File: config.mk
export PLATFORM = sky130hd
export DESIGN_NAME = ps2_scancode_rx
export DESIGN_NICKNAME = d
export VERILOG_FILES = /design/src/rtl/ps2_scancode_rx.sv
export SDC_FILE = /design/constraint.sdc
export NUM_CORES = 1
export LEC_CHECK = 0
export CAP_MARGIN = 20
export CORE_UTILIZATION = 51
export CTS_BUF_LIST = sky130_fd_sc_hd__clkbuf_16
export CTS_CLUSTER_DIAMETER = 100
export DETAILED_ROUTE_END_ITERATION = 12
export PLACE_DENSITY_LB_ADDON = 0.08
export SYNTH_ARGS = -nofsm -noshare
export SYNTH_HDL_FRONTEND = slang
export SYNTH_SLANG_ARGS = --single-unit
File: constraint.sdc
create_clock -name clock -period 2.1 [get_ports clock]
set_input_delay 0.42 -clock clock [delete_from_list [all_inputs] [get_ports clock]]
set_output_delay 0.42 -clock clock [all_outputs]
set_load 0.005 [all_outputs]
File: src/rtl/ps2_scancode_rx.sv
// Purpose : PS/2 keyboard receiver; conditions the raw lines, deserialises 11-bit frames, decodes E0/F0 prefixes.
// Latency : strobes appear 2 (sync) + FILTER_LEN + 1 cycles after the raw stop-bit falling edge.
// Backpressure: none; all outputs are one-cycle strobes or held levels, the consumer must take them as they come.
//
// Ports:
//   clock, resetn              system clock (rising edge), asynchronous active-low reset
//   ps2_clk, ps2_data          raw asynchronous PS/2 lines from the connector
//   ps2_key_pressed/_released  one-cycle make / break strobes (never together)
//   ps2_key_data/_extended     scancode and E0 flag of the last make/break, held
//   byte_valid, byte_data      strobe for every good byte (prefixes included), last good byte held
//   frame_error                one-cycle strobe on bad start/parity/stop or mid-frame timeout
module ps2_scancode_rx #(
    parameter int FILTER_LEN     = 4,
    parameter int TIMEOUT_CYCLES = 50000
) (
    input  logic       clock,
    input  logic       resetn,
    input  logic       ps2_clk,
    input  logic       ps2_data,
    output logic       ps2_key_pressed,
    output logic       ps2_key_released,
    output logic [7:0] ps2_key_data,
    output logic       ps2_key_extended,
    output logic       byte_valid,
    output logic [7:0] byte_data,
    output logic       frame_error
);

    localparam logic [1:0] ST_IDLE   = 2'd0;
    localparam logic [1:0] ST_DATA   = 2'd1;
    localparam logic [1:0] ST_PARITY = 2'd2;
    localparam logic [1:0] ST_STOP   = 2'd3;

    localparam int         TW      = $clog2(TIMEOUT_CYCLES + 1);
    localparam logic [TW-1:0] TO_LAST = TW'(TIMEOUT_CYCLES - 1);
    localparam logic [3:0] FL_LAST = 4'(FILTER_LEN - 1);

    // Line conditioning; index 0 is ps2_clk, index 1 is ps2_data.
    logic [1:0]      sync_a;
    logic [1:0]      sync_b;
    logic [1:0]      filt;
    logic [1:0][3:0] fcnt;
    logic            clk_prev;

    logic            fall;
    logic            sample;

    logic [1:0]      state;
    logic [2:0]      bit_cnt;
    logic [7:0]      shreg;
    logic            par_ok;
    logic [TW-1:0]   to_cnt;
    logic            ext_flag;
    logic            brk_flag;

    // Synchronisers and filters idle high so reset never fabricates a falling edge.
    always_ff @(posedge clock or negedge resetn) begin
        if (!resetn) begin
            sync_a   <= 2'b11;
            sync_b   <= 2'b11;
            filt     <= 2'b11;
            fcnt     <= '0;
            clk_prev <= 1'b1;
        end else begin
            sync_a   <= {ps2_data, ps2_clk};
            sync_b   <= sync_a;
            clk_prev <= filt[0];
            for (int i = 0; i < 2; i++) begin
                // Count consecutive samples disagreeing with the filtered level;
                // the FILTER_LEN-th one flips it, any agreeing sample restarts the count.
                if (sync_b[i] != filt[i]) begin
                    if (fcnt[i] == FL_LAST) begin
                        filt[i] <= sync_b[i];
                        fcnt[i] <= '0;
                    end else begin
                        fcnt[i] <= fcnt[i] + 4'd1;
                    end
                end else begin
                    fcnt[i] <= '0;
                end
            end
        end
    end

    assign fall   = clk_prev & ~filt[0];
    assign sample = filt[1];

    always_ff @(posedge clock or negedge resetn) begin
        if (!resetn) begin
            state            <= ST_IDLE;
            bit_cnt          <= '0;
            shreg            <= '0;
            par_ok           <= 1'b0;
            to_cnt           <= '0;
            ext_flag         <= 1'b0;
            brk_flag         <= 1'b0;
            ps2_key_pressed  <= 1'b0;
            ps2_key_released <= 1'b0;
            ps2_key_data     <= '0;
            ps2_key_extended <= 1'b0;
            byte_valid       <= 1'b0;
            byte_data        <= '0;
            frame_error      <= 1'b0;
        end else begin
            ps2_key_pressed  <= 1'b0;
            ps2_key_released <= 1'b0;
            byte_valid       <= 1'b0;
            frame_error      <= 1'b0;

            if (fall) begin
                to_cnt <= '0;
                case (state)
                    ST_IDLE: begin
                        if (!sample) begin
                            state   <= ST_DATA;
                            bit_cnt <= '0;
                        end else begin
                            frame_error <= 1'b1;
                            ext_flag    <= 1'b0;
                            brk_flag    <= 1'b0;
                        end
                    end
                    ST_DATA: begin
                        shreg   <= {sample, shreg[7:1]};
                        bit_cnt <= bit_cnt + 3'd1;
                        if (bit_cnt == 3'd7) begin
                            state <= ST_PARITY;
                        end
                    end
                    ST_PARITY: begin
                        par_ok <= (^shreg) ^ sample;
                        state  <= ST_STOP;
                    end
                    ST_STOP: begin
                        state <= ST_IDLE;
                        if (sample && par_ok) begin
                            byte_valid <= 1'b1;
                            byte_data  <= shreg;
                            if (shreg == 8'hE0) begin
                                ext_flag <= 1'b1;
                            end else if (shreg == 8'hF0) begin
                                brk_flag <= 1'b1;
                            end else begin
                                ps2_key_pressed  <= ~brk_flag;
                                ps2_key_released <= brk_flag;
                                ps2_key_data     <= shreg;
                                ps2_key_extended <= ext_flag;
                                ext_flag         <= 1'b0;
                                brk_flag         <= 1'b0;
                            end
                        end else begin
                            frame_error <= 1'b1;
                            ext_flag    <= 1'b0;
                            brk_flag    <= 1'b0;
                        end
                    end
                    default: state <= ST_IDLE;
                endcase
            end else if (state != ST_IDLE) begin
                // Keyboard stopped clocking mid-frame: abandon it and any pending prefix.
                if (to_cnt == TO_LAST) begin
                    state       <= ST_IDLE;
                    shreg       <= '0;
                    to_cnt      <= '0;
                    frame_error <= 1'b1;
                    ext_flag    <= 1'b0;
                    brk_flag    <= 1'b0;
                end else begin
                    to_cnt <= to_cnt + TW'(1);
                end
            end
        end
    end

endmodule

==> flow_summary.json <==
{
  "outcome": "complete, no violations",
  "rsz0062_at_grt": "no",
  "setup_viol": 0,
  "period_minus_slack_ps": 1920,
  "dr.pass1.iters": 4,
  "yosysSeqAreaShare": 0.536,
  "synthTopCellsByArea": "dfrtp_1 (48%), dfstp_2 (5.8%), ha_1 (5.5%)",
  "p_per_area_mw_per_mm2": 1170,
  "cp.required_ps": 2290,
  "critPathMaxFanout": 15,
  "ir_worst_vdd_mv": 0.935,
  "crit_arrival_ps": 2110,
  "ctsResizeCount": 0,
  "vias": 2294,
  "crit_type": "flip-flop to flip-flop",
  "ys_ff_latch": 68,
  "grt_pass1_wl_um": 10600,
  "numPortBuffers": 24,
  "gp_congestion": 0.871,
  "syn2layout_area_growth_pct": 20.3,
  "synth_top_area_share": 0.479,
  "worst_slack_ps": 179,
  "grt_max_degree": 31,
  "postRouteAntennaNets": 0,
  "pre_cts_ws_ps": 244,
  "relSlewSlack": 0.621,
  "htree_levels": 3,
  "wirelength_um": 6260,
  "synth_edf_count": 0,
  "clock_skew_ps": 7.37,
  "antenna_found_initial": 0,
  "synth_mux_area_frac": 0.0424,
  "leakagePower_uw": 0.00167,
  "clock-sinks": 68,
  "hp-class": "input pin to async pin",
  "mostFrequentLayoutCells": "dfrtp_1 (61), nand3_1 (23), clkdlybuf4s50_1 (23)",
  "syn-num-nets": 314,
  "multi_input_area_mm2": 0.00135,
  "postCtsSetupBuffers": 0,
  "die-area_mm2": 0.00657,
  "yosysTopAreaCell": "dfrtp_1",
  "cpMaxStageDelayCell": "a2111oi_0",
  "synthAdderAreaFrac": 0.0549,
  "cts_buffer_depth": 2,
  "wl_per_cell_um": 15.2,
  "diodes": 0,
  "design_area_mm2": 0.00384,
  "cap_violations": 0,
  "cts_tree": "built",
  "synth_compound_area_frac": 0.124,
  "async_flop_share": 1.00,
  "ys_types": 50,
  "fp-row-count": 28,
  "hold_buffers": 0,
  "ios": 25,
  "synth_area_per_cell_um2": 10.8,
  "fin_crit_sh": 0.915,
  "drc": 0,
  "initial_utilization": 0.532,
  "critPathCaptureType": "flip-flop",
  "tns_ps": 0,
  "drv_slew": 0,
  "grt_pass1_vias": 2177,
  "chipWidth_um": 81.1,
  "hold_violations": 0,
  "drt_iter0_drc": 110,
  "max_freq_mhz": 520,
  "ys.flop_type": "dfrtp_1",
  "drive_gt1_frac": 0.152,
  "final_common_cell": "dfrtp_1",
  "synth_top_family_by_area": "simple AND/OR/NAND/NOR gates",
  "overflow": 0,
  "die_h_um": 81.1,
  "path_delay_family": "compound AO/OA/AOI/OAI gates",
  "seq_area_mm2": 0.00171,
  "synth_xor_area_frac": 0.0412,
  "dpl_cell_area_mm2": 0.00355,
  "path_cells": "inv_1 > ha_1 > buf_4 > a2111oi_0 > xnor2_1 > nor2_1",
  "dp_hpwl_um": 4420,
  "netlist_instances": 296,
  "cts.clk_slew.worst_paths_ps": 60,
  "grt.total_usage": 0.219,
  "cp_slowest_stage_delay_ps": 530,
  "cts-root-buf": "clkbuf_16",
  "synth_simple_gate_area_frac": 0.159,
  "final.fill_count": 485,
  "nNetsFinal": 349,
  "synth_area_mm2": 0.00319,
  "numCtsBuffers": 9,
  "tightestPinTransition_ps": 555,
  "coreArea_mm2": 0.00599,
  "viasPerCell": 5.58,
  "start_kind": "flip-flop",
  "yosys_warnings": 0,
  "crit_buf_inv": 2,
  "clock_latency_ps": 320
}
-- per-layer routing --
metal  vias up  track usage  part of all wire
li1       1128            -                 -
met3         2       0.0573             0.035
met5         -            0                 0
met1      1126        0.308              0.49
met4         0       0.0804            0.0056
met2        38        0.324              0.47
-- power breakdown --
| part | internal [uW] | total (uW) | switching, uW | leakage [uW] |
|---|---|---|---|---|
| Combinational | 574 | 1300 | 727 | 0.000625 |
| Clock | 901 | 1420 | 522 | 0.000141 |
| Sequential | 1560 | 1770 | 211 | 0.000907 |
-- sequential cells by signal, summed over array words and instances, names as in the netlist, 2 cells and up --
register	count
sync_b	2
bit_cnt	3
filt	2
fcnt	8
ps2_key_data	8
to_cnt	16
state	2
shreg	8
byte_data	8
sync_a	2
-- metrics by stage --
stage	hold slack [ps]	total power [uW]	utilization	instances
after floorplan	124	2690	-	296
after global placement	347	3070	0.593	395
after detailed placement	347	3100	0.593	395
after CTS	65.2	4530	0.640	411
after global routing	75.3	4800	0.640	411
final	53.8	4490	0.640	411
-- cells in the mapped netlist, types with 2 or more instances --
library cell	n
clkbuf_1	7
a211oi_1	3
a2111oi_0	2
a22o_1	3
or4_1	2
dfrtp_1	61
xor2_1	2
and3_1	2
nor4b_1	2
ha_1	14
a31oi_1	9
xnor2_1	13
o211ai_1	2
nand2_1	21
nand3b_1	3
nor2b_1	2
a21oi_1	8
o21ai_0	22
nor3_1	4
nand3_1	23
nand2b_1	4
buf_6	3
nand4_1	6
or3_1	4
nor2_1	14
nor3b_1	3
mux2_2	12
inv_1	16
nor4_1	2
dfstp_2	7
-- final timing paths --
path,startpoint,to,slack (ps),cells past startpoint
hold reg to reg,sync_a[1]$_DFF_PN1_,sync_b[1]$_DFF_PN1_,350,0
setup / recovery,state[0]$_DFFE_PN0P_,to_cnt[9]$_DFFE_PN0N_,180,6
setup reg to reg,state[0]$_DFFE_PN0P_,to_cnt[9]$_DFFE_PN0N_,180,6
min in group clock,sync_a[1]$_DFF_PN1_,sync_b[1]$_DFF_PN1_,350,0
hold / removal,resetn,ps2_key_data[1]$_DFFE_PN0P_,50,1
max in group asynchronous,resetn,sync_b[1]$_DFF_PN1_,1450,2
-- layout make-up --
cell class                      count  area share
Inverter                           17      0.0170
Multi-Input combinational cell    199       0.351
Timing Repair Buffer               36      0.0881
Clock inverter                      7      0.0153
Sequential cell                    68       0.446
Clock buffer                        9      0.0587
Tap cell                           75      0.0245
-- logic make-up after synthesis --
family,Yosys count
compound gates,61
fa+ha+maj,14
simple gates,97
mux,12
flops,68
buf+inv,29
xor+xnor,15
Note: power is estimated with default switching activity, not from simulation.
